--- config.mk ---
export PLATFORM = sky130hd
export DESIGN_NAME = scc_mem_arbiter_flat
export DESIGN_NICKNAME = d
export VERILOG_FILES = /design/src/rtl/scc_mem_pkg.sv /design/src/rtl/scc_mem_arbiter_if.sv /design/src/rtl/scc_lat_counter.sv /design/src/rtl/scc_mem_arbiter.sv /design/src/flat_wrapper.sv
export SDC_FILE = /design/constraint.sdc
export NUM_CORES = 1
export LEC_CHECK = 0
export CORE_MARGIN = 8
export CORE_UTILIZATION = 45
export DETAILED_ROUTE_END_ITERATION = 8
export GPL_TIMING_DRIVEN = 0
export PLACE_DENSITY = 0.87
export SYNTH_ARGS = -nofsm -noshare
export SYNTH_HDL_FRONTEND = slang
export SYNTH_SLANG_ARGS = --single-unit
--- constraint.sdc ---
create_clock -name clk -period 3 [get_ports clk]
set_input_delay 0.3 -clock clk [delete_from_list [all_inputs] [get_ports clk]]
set_output_delay 0.3 -clock clk [all_outputs]
set_load 0.02 [all_outputs]
--- src/rtl/scc_mem_pkg.sv ---
// Shared types and defaults for the SCC memory arbiter.
package scc_mem_pkg;

    localparam int unsigned ADDR_W_DEF = 32;
    localparam int unsigned DATA_W_DEF = 32;
    localparam int unsigned LAT_CNT_W  = 4;

    typedef enum logic [1:0] {
        IDLE  = 2'd0,
        ISSUE = 2'd1,
        WAIT  = 2'd2,
        RESP  = 2'd3
    } arb_state_e;

    typedef enum logic {
        FETCH = 1'b0,
        DATA  = 1'b1
    } owner_e;

    // Saturating 32-bit increment for the optional stall counters.
    function automatic logic [31:0] sat_inc32(input logic [31:0] v, input logic en);
        return (en && (v != 32'hFFFF_FFFF)) ? v + 32'd1 : v;
    endfunction

endpackage

--- src/rtl/scc_mem_arbiter_if.sv ---
// Bundle of fetch, load/store and memory-side signals of the SCC memory arbiter.
// SCC_ARB_PERF_EN adds the two stall counter outputs.
interface scc_mem_arbiter_if
    import scc_mem_pkg::*;
#(
    parameter int unsigned ADDR_W = ADDR_W_DEF,
    parameter int unsigned DATA_W = DATA_W_DEF
);

    logic              if_req;
    logic [ADDR_W-1:0] if_addr;
    logic              if_ack;
    logic [DATA_W-1:0] if_rdata;

    logic              d_rd;
    logic              d_wr;
    logic [ADDR_W-1:0] d_addr;
    logic [DATA_W-1:0] d_wdata;
    logic              d_ack;
    logic [DATA_W-1:0] d_rdata;

    logic              mem_en;
    logic              mem_we;
    logic [ADDR_W-1:0] mem_addr;
    logic [DATA_W-1:0] mem_wdata;
    logic [DATA_W-1:0] mem_rdata;

    logic              proto_err;
`ifdef SCC_ARB_PERF_EN
    logic [31:0]       if_stall_cnt;
    logic [31:0]       d_stall_cnt;
`endif

    // Arbiter view.
    modport slave (
        input  if_req, if_addr, d_rd, d_wr, d_addr, d_wdata, mem_rdata,
        output if_ack, if_rdata, d_ack, d_rdata, mem_en, mem_we, mem_addr, mem_wdata, proto_err
`ifdef SCC_ARB_PERF_EN
        , output if_stall_cnt, d_stall_cnt
`endif
    );

    // Core and memory view.
    modport master (
        output if_req, if_addr, d_rd, d_wr, d_addr, d_wdata, mem_rdata,
        input  if_ack, if_rdata, d_ack, d_rdata, mem_en, mem_we, mem_addr, mem_wdata, proto_err
`ifdef SCC_ARB_PERF_EN
        , input if_stall_cnt, d_stall_cnt
`endif
    );

endinterface

--- src/rtl/scc_lat_counter.sv ---
// Memory latency counter: loads MEM_LAT-1, counts down to zero, flags completion.
module scc_lat_counter
    import scc_mem_pkg::*;
#(
    parameter int unsigned MEM_LAT = 1
) (
    input  logic clk,
    input  logic reset,
    input  logic load,
    input  logic dec,
    output logic done_c
);

    logic [LAT_CNT_W-1:0] cnt;

    always_ff @(posedge clk or negedge reset) begin
        if (!reset) begin
            cnt <= '0;
        end else if (load) begin
            cnt <= LAT_CNT_W'(MEM_LAT - 1);
        end else if (dec && (cnt != '0)) begin
            cnt <= cnt - LAT_CNT_W'(1);
        end
    end

    assign done_c = (cnt == '0);

endmodule

--- src/rtl/scc_mem_arbiter.sv ---
// SCC memory arbiter: data-priority FSM sequencing fetch and load/store onto one memory port.
// Optional SCC_ARB_PERF_EN adds saturating per-port stall counters.
module scc_mem_arbiter
    import scc_mem_pkg::*;
#(
    parameter int unsigned ADDR_W  = ADDR_W_DEF,
    parameter int unsigned DATA_W  = DATA_W_DEF,
    parameter int unsigned MEM_LAT = 1
) (
    input  logic             clk,
    input  logic             reset,
    scc_mem_arbiter_if.slave bus
);

    arb_state_e        state, state_d;
    owner_e            owner, owner_d;
    logic              mem_en_q, mem_en_d;
    logic              mem_we_q, mem_we_d;
    logic [ADDR_W-1:0] mem_addr_q, mem_addr_d;
    logic [DATA_W-1:0] mem_wdata_q, mem_wdata_d;
    logic              if_ack_q, if_ack_d;
    logic              d_ack_q, d_ack_d;
    logic [DATA_W-1:0] if_rdata_q, if_rdata_d;
    logic [DATA_W-1:0] d_rdata_q, d_rdata_d;
    logic              proto_err_q, proto_err_d;
    logic              d_req_c, take_d, take_f;
    logic              cnt_load, cnt_dec, cnt_done_c;

    assign d_req_c = bus.d_rd | bus.d_wr;

    scc_lat_counter #(.MEM_LAT(MEM_LAT)) u_lat (
        .clk    (clk),
        .reset  (reset),
        .load   (cnt_load),
        .dec    (cnt_dec),
        .done_c (cnt_done_c)
    );

    // Next-state and next-output logic.
    always_comb begin
        state_d     = state;
        owner_d     = owner;
        mem_en_d    = 1'b0;
        mem_we_d    = 1'b0;
        mem_addr_d  = mem_addr_q;
        mem_wdata_d = mem_wdata_q;
        if_ack_d    = 1'b0;
        d_ack_d     = 1'b0;
        if_rdata_d  = if_rdata_q;
        d_rdata_d   = d_rdata_q;
        proto_err_d = 1'b0;
        take_d      = 1'b0;
        take_f      = 1'b0;
        cnt_load    = 1'b0;
        cnt_dec     = 1'b0;

        case (state)
            IDLE: begin
                take_d = d_req_c;
                take_f = bus.if_req & ~d_req_c;
            end
            ISSUE: begin
                cnt_load = 1'b1;
                state_d  = WAIT;
            end
            WAIT: begin
                if (cnt_done_c) begin
                    state_d = RESP;
                    if (owner == DATA) begin
                        d_rdata_d = bus.mem_rdata;
                        d_ack_d   = 1'b1;
                    end else begin
                        if_rdata_d = bus.mem_rdata;
                        if_ack_d   = 1'b1;
                    end
                end else begin
                    cnt_dec = 1'b1;
                end
            end
            RESP: begin
                // The finishing port still holds its request here; only the other port may start.
                state_d = IDLE;
                take_d  = (owner == FETCH) & d_req_c;
                take_f  = (owner == DATA) & bus.if_req;
            end
            default: state_d = IDLE;
        endcase

        if (take_d) begin
            state_d     = ISSUE;
            owner_d     = DATA;
            mem_en_d    = 1'b1;
            mem_we_d    = bus.d_wr;
            mem_addr_d  = bus.d_addr;
            mem_wdata_d = bus.d_wdata;
            proto_err_d = bus.d_rd & bus.d_wr;
        end else if (take_f) begin
            state_d    = ISSUE;
            owner_d    = FETCH;
            mem_en_d   = 1'b1;
            mem_addr_d = bus.if_addr;
        end
    end

    always_ff @(posedge clk or negedge reset) begin
        if (!reset) begin
            state       <= IDLE;
            owner       <= FETCH;
            mem_en_q    <= 1'b0;
            mem_we_q    <= 1'b0;
            mem_addr_q  <= '0;
            mem_wdata_q <= '0;
            if_ack_q    <= 1'b0;
            d_ack_q     <= 1'b0;
            if_rdata_q  <= '0;
            d_rdata_q   <= '0;
            proto_err_q <= 1'b0;
        end else begin
            state       <= state_d;
            owner       <= owner_d;
            mem_en_q    <= mem_en_d;
            mem_we_q    <= mem_we_d;
            mem_addr_q  <= mem_addr_d;
            mem_wdata_q <= mem_wdata_d;
            if_ack_q    <= if_ack_d;
            d_ack_q     <= d_ack_d;
            if_rdata_q  <= if_rdata_d;
            d_rdata_q   <= d_rdata_d;
            proto_err_q <= proto_err_d;
        end
    end

    assign bus.mem_en    = mem_en_q;
    assign bus.mem_we    = mem_we_q;
    assign bus.mem_addr  = mem_addr_q;
    assign bus.mem_wdata = mem_wdata_q;
    assign bus.if_ack    = if_ack_q;
    assign bus.d_ack     = d_ack_q;
    assign bus.if_rdata  = if_rdata_q;
    assign bus.d_rdata   = d_rdata_q;
    assign bus.proto_err = proto_err_q;

`ifdef SCC_ARB_PERF_EN
    logic [31:0] if_stall_q, d_stall_q;

    // A cycle stalls when the port requests and its ack is not yet up.
    always_ff @(posedge clk or negedge reset) begin
        if (!reset) begin
            if_stall_q <= '0;
            d_stall_q  <= '0;
        end else begin
            if_stall_q <= sat_inc32(if_stall_q, bus.if_req & ~if_ack_q);
            d_stall_q  <= sat_inc32(d_stall_q, d_req_c & ~d_ack_q);
        end
    end

    assign bus.if_stall_cnt = if_stall_q;
    assign bus.d_stall_cnt  = d_stall_q;
`endif

endmodule

--- src/flat_wrapper.sv ---
// flat-port wrapper written by rule: the top's interface ports become plain ports
module scc_mem_arbiter_flat import scc_mem_pkg::*;
#(
    parameter int unsigned ADDR_W  = ADDR_W_DEF,
    parameter int unsigned DATA_W  = DATA_W_DEF,
    parameter int unsigned MEM_LAT = 1
)
  (clk, reset, bus_if_req, bus_if_addr, bus_d_rd, bus_d_wr, bus_d_addr, bus_d_wdata, bus_mem_rdata, bus_if_ack, bus_if_rdata, bus_d_ack, bus_d_rdata, bus_mem_en, bus_mem_we, bus_mem_addr, bus_mem_wdata, bus_proto_err);
  scc_mem_arbiter_if #(.ADDR_W(ADDR_W), .DATA_W(DATA_W)) bus_i ();
  input  logic clk;
  input  logic reset;
  input wire logic [$bits(bus_i.if_req)-1:0] bus_if_req;
  input wire logic [$bits(bus_i.if_addr)-1:0] bus_if_addr;
  input wire logic [$bits(bus_i.d_rd)-1:0] bus_d_rd;
  input wire logic [$bits(bus_i.d_wr)-1:0] bus_d_wr;
  input wire logic [$bits(bus_i.d_addr)-1:0] bus_d_addr;
  input wire logic [$bits(bus_i.d_wdata)-1:0] bus_d_wdata;
  input wire logic [$bits(bus_i.mem_rdata)-1:0] bus_mem_rdata;
  output wire logic [$bits(bus_i.if_ack)-1:0] bus_if_ack;
  output wire logic [$bits(bus_i.if_rdata)-1:0] bus_if_rdata;
  output wire logic [$bits(bus_i.d_ack)-1:0] bus_d_ack;
  output wire logic [$bits(bus_i.d_rdata)-1:0] bus_d_rdata;
  output wire logic [$bits(bus_i.mem_en)-1:0] bus_mem_en;
  output wire logic [$bits(bus_i.mem_we)-1:0] bus_mem_we;
  output wire logic [$bits(bus_i.mem_addr)-1:0] bus_mem_addr;
  output wire logic [$bits(bus_i.mem_wdata)-1:0] bus_mem_wdata;
  output wire logic [$bits(bus_i.proto_err)-1:0] bus_proto_err;
  assign bus_i.if_req = bus_if_req;
  assign bus_i.if_addr = bus_if_addr;
  assign bus_i.d_rd = bus_d_rd;
  assign bus_i.d_wr = bus_d_wr;
  assign bus_i.d_addr = bus_d_addr;
  assign bus_i.d_wdata = bus_d_wdata;
  assign bus_i.mem_rdata = bus_mem_rdata;
  assign bus_if_ack = bus_i.if_ack;
  assign bus_if_rdata = bus_i.if_rdata;
  assign bus_d_ack = bus_i.d_ack;
  assign bus_d_rdata = bus_i.d_rdata;
  assign bus_mem_en = bus_i.mem_en;
  assign bus_mem_we = bus_i.mem_we;
  assign bus_mem_addr = bus_i.mem_addr;
  assign bus_mem_wdata = bus_i.mem_wdata;
  assign bus_proto_err = bus_i.proto_err;
  scc_mem_arbiter #(.ADDR_W(ADDR_W), .DATA_W(DATA_W), .MEM_LAT(MEM_LAT)) u_core (.clk(clk), .reset(reset), .bus(bus_i));
endmodule
==> metrics.txt <==
first-pass GRT wire length roughly 30000 um; critical path type reg -> reg; worst r2r src u_core.state[1]$_DFFE_PN0P_; Antenna Nets Post-Route 0; DRC Markers 0; Clock Sinks between 100 and 150; sequential area share after synthesis about three fifths; Layout Cells excl Fill slightly above 1000; Die H approximately 130 um; final WL a little under 20000 um; Wirelength per Cell between 15 and 20 um; Slew headroom 67.4%; Final min period slightly above 2 ns; vias in the first global route about 5700; worst r2r dst u_core.bus.mem_addr[21]$_DFFE_PN0P_; post-DP HPWL between 10000 and 15000 um; grt ovf 0; worst reg-to-reg setup slack 0.93 ns; period utilization slightly below 70%; WP data required roughly 3.3 ns; Peak VDD IR ~0.55 mV; endpoints failing setup 0; final worst slack between 0.9 and 1 ns; RSZ-0062 raised after global routing false; Setup crit start kind flop; most common cell after layout, fill and taps aside clkdlybuf4s50_1; measured slew at the worst slew-check pin 0.490 ns; Nets slightly below 1000; share of layout cells above drive strength 1 around 15%; drt first pass iters 4; Reg2Reg Depth 7; largest net degree at the start of global routing 93; GR Util All Layers a little under a quarter; max-slew violation count 0; Yosys warnings 0; outcome completed; WHS just over 0.4 ns; die area around 17000 um^2; Power Dens Cells around 1200 nW/um^2; Clock transition at path regs 0.06 ns; Worst Setup SP u_core.state[1]$_DFFE_PN0P_; Worst Setup EP u_core.bus.mem_addr[21]$_DFFE_PN0P_; H-tree levels 4; CTS tree done; Critical Path End Type flop; Yosys reg bits 140; CP Cell Sequence inv_1, ha_1, nand2b_1, nor2_2, buf_2, a21oi_1, a31oi_1; post-layout power approximately 11 mW; Mapped Nets ~700; row count 42; Clock Tree Root clkbuf_16; mapped cell area roughly 5900 um^2; Max-Cap Viols 0; Starting Density a little under half; worst path arrival time 2.40 ns; Finished Core Util between 70 and 80%; Die W between 100 and 150 um; critical path fanouts, max 10; Slowest-stage cell, CP dfrtp_1; worst hold path type in -> async; most frequent cells in the layout clkdlybuf4s50_1 (264), dfrtp_1 (140), nand2_1 (101), mux2_2 (64), nor2_1 (39); cts repair resizes 0; I/O Buffers between 200 and 300; initial antenna violation count 0; Post-CTS Hold Buffers 1; CP max stage delay 0.41 ns; Leak Pwr between 4 and 5 nW; syn avg cell area between 10 and 15 um^2; fmax ~0.48 GHz; GP Congestion about 0.84; initial DRC count ~410; final hold viol count 0; Worst-Skew Late Latency a little over 0.4 ns; total clock buffers created by CTS 17; diode count 0; Post-CTS Repair Setup Buffers 0; clock skew roughly 0.0074 ns; Netlist cell types 31; DP Cell Count slightly below 1000; I/O pin cnt 266; vias per cell about 5.3; Layout area overhead 59.5%; setup slack at placement 0.958 ns; via count about 5400; Bufs on Longest Clock Path 2; core area between 10000 and 15000 um^2; Synth Instances roughly 550
critical path, delay by kind of cell, from the launching register on:
kind                       cells  cell delay, ns
AOI/OAI and AO/OA              2            0.32
buffers and inverters          2            0.39
and+or+nand+nor                2            0.55
adders and majority gates      1            0.32
DFF                            1            0.41
area by class of cell:
cell class	count	area, um^2
fillers	901	3600
multi-input cells	364	2190
clock inverters	14	169
well taps	176	220
inverters	6	22.5
plain buffers	36	201
repair buffers	267	2690
flip-flops and latches	140	3500
clock buffers	18	439
sequential cells by signal, summed over array words and instances (netlist names):
name	cells
u_core.bus.d_ack	1
u_core.bus.d_rdata	32
u_core.bus.if_ack	1
u_core.bus.if_rdata	32
u_core.bus.mem_addr	32
u_core.bus.mem_en	1
u_core.bus.mem_wdata	32
u_core.bus.mem_we	1
u_core.bus.proto_err	1
u_core.owner	1
u_core.state	2
u_core.u_lat.cnt	4
cells in the mapped netlist (all sizes together):
master / instances / area share (%)
ha: 6 / 1.3
or3b: 1 / 0.15
xnor2: 1 / 0.15
o221ai: 1 / 0.25
a21oi: 34 / 2.9
a211oi: 1 / 0.13
inv: 6 / 0.38
mux2: 64 / 12
nor2: 41 / 2.7
buf: 24 / 2.6
a211o: 1 / 0.15
o21ai: 34 / 2.9
or2: 1 / 0.11
o31a: 1 / 0.15
and3: 1 / 0.11
o221a: 1 / 0.19
clkbuf: 12 / 0.76
a31oi: 31 / 3.3
dfrtp: 140 / 59
nor2b: 1 / 0.15
and2: 2 / 0.21
xor2: 2 / 0.30
nand2: 101 / 6.4
a41oi: 1 / 0.15
nand3: 35 / 3.0
nand2b: 1 / 0.11
nand4: 1 / 0.11
nor3: 1 / 0.085
stage by stage:
stage	setup TNS [ns]	cell area (um^2)
floorplan	0	5920
global placement	-504.46	8790
detailed placement	0	8820
CTS	0	9440
global route	0	9440
finish	0	9440
kinds of logic (layout without fill, tap and decap cells):
family | Yosys count | in the layout | synth area share (%)
and+or+nand+nor | 186 | 186 | 13.1
DFF | 140 | 140 | 59.2
AOI/OAI and AO/OA | 105 | 105 | 10.0
muxes | 64 | 64 | 12.2
buffers and inverters | 42 | 341 | 3.78
adders and majority gates | 6 | 6 | 1.27
xor gates and xnor gates | 3 | 3 | 0.444
layer usage:
layer | GRT usage, % | vias to the layer above | part of all wire, %
met2 | 39.3 | 266 | 51
met1 | 25.1 | 2641 | 37
met5 | 0 | - | 0
met4 | 8.91 | 0 | 2.9
met3 | 7.79 | 45 | 8.9
li1 | - | 2460 | -
where the power goes:
part | internal [mW] | switching (mW) | total, mW | leakage, nW
combinational | 2.80 | 3.14 | 5.94 | 2.05
sequential | 2.84 | 0.508 | 3.35 | 1.68
clock | 1.33 | 0.815 | 2.15 | 0.296
total | 6.97 | 4.46 | 11.4 | 4.02
worst min-delay path by stage:
stage	startpoint	endpoint	cells after the start	slack, ns
floorplan	reset	u_core.bus.d_ack$_DFF_PN0_	0	0.004
global placement	u_core.bus.mem_wdata[27]$_DFFE_PN0P_	u_core.bus.mem_wdata[27]$_DFFE_PN0P_	2	0.46
detailed placement	reset	u_core.bus.d_rdata[11]$_DFFE_PN0P_	1	0.27
CTS	bus_d_wdata[20]	u_core.bus.mem_wdata[20]$_DFFE_PN0P_	3	0.39
global route	bus_d_wdata[24]	u_core.bus.mem_wdata[24]$_DFFE_PN0P_	3	0.41
finish	reset	u_core.bus.d_rdata[11]$_DFFE_PN0P_	2	0.41
Note: power is estimated with default switching activity, not from simulation.
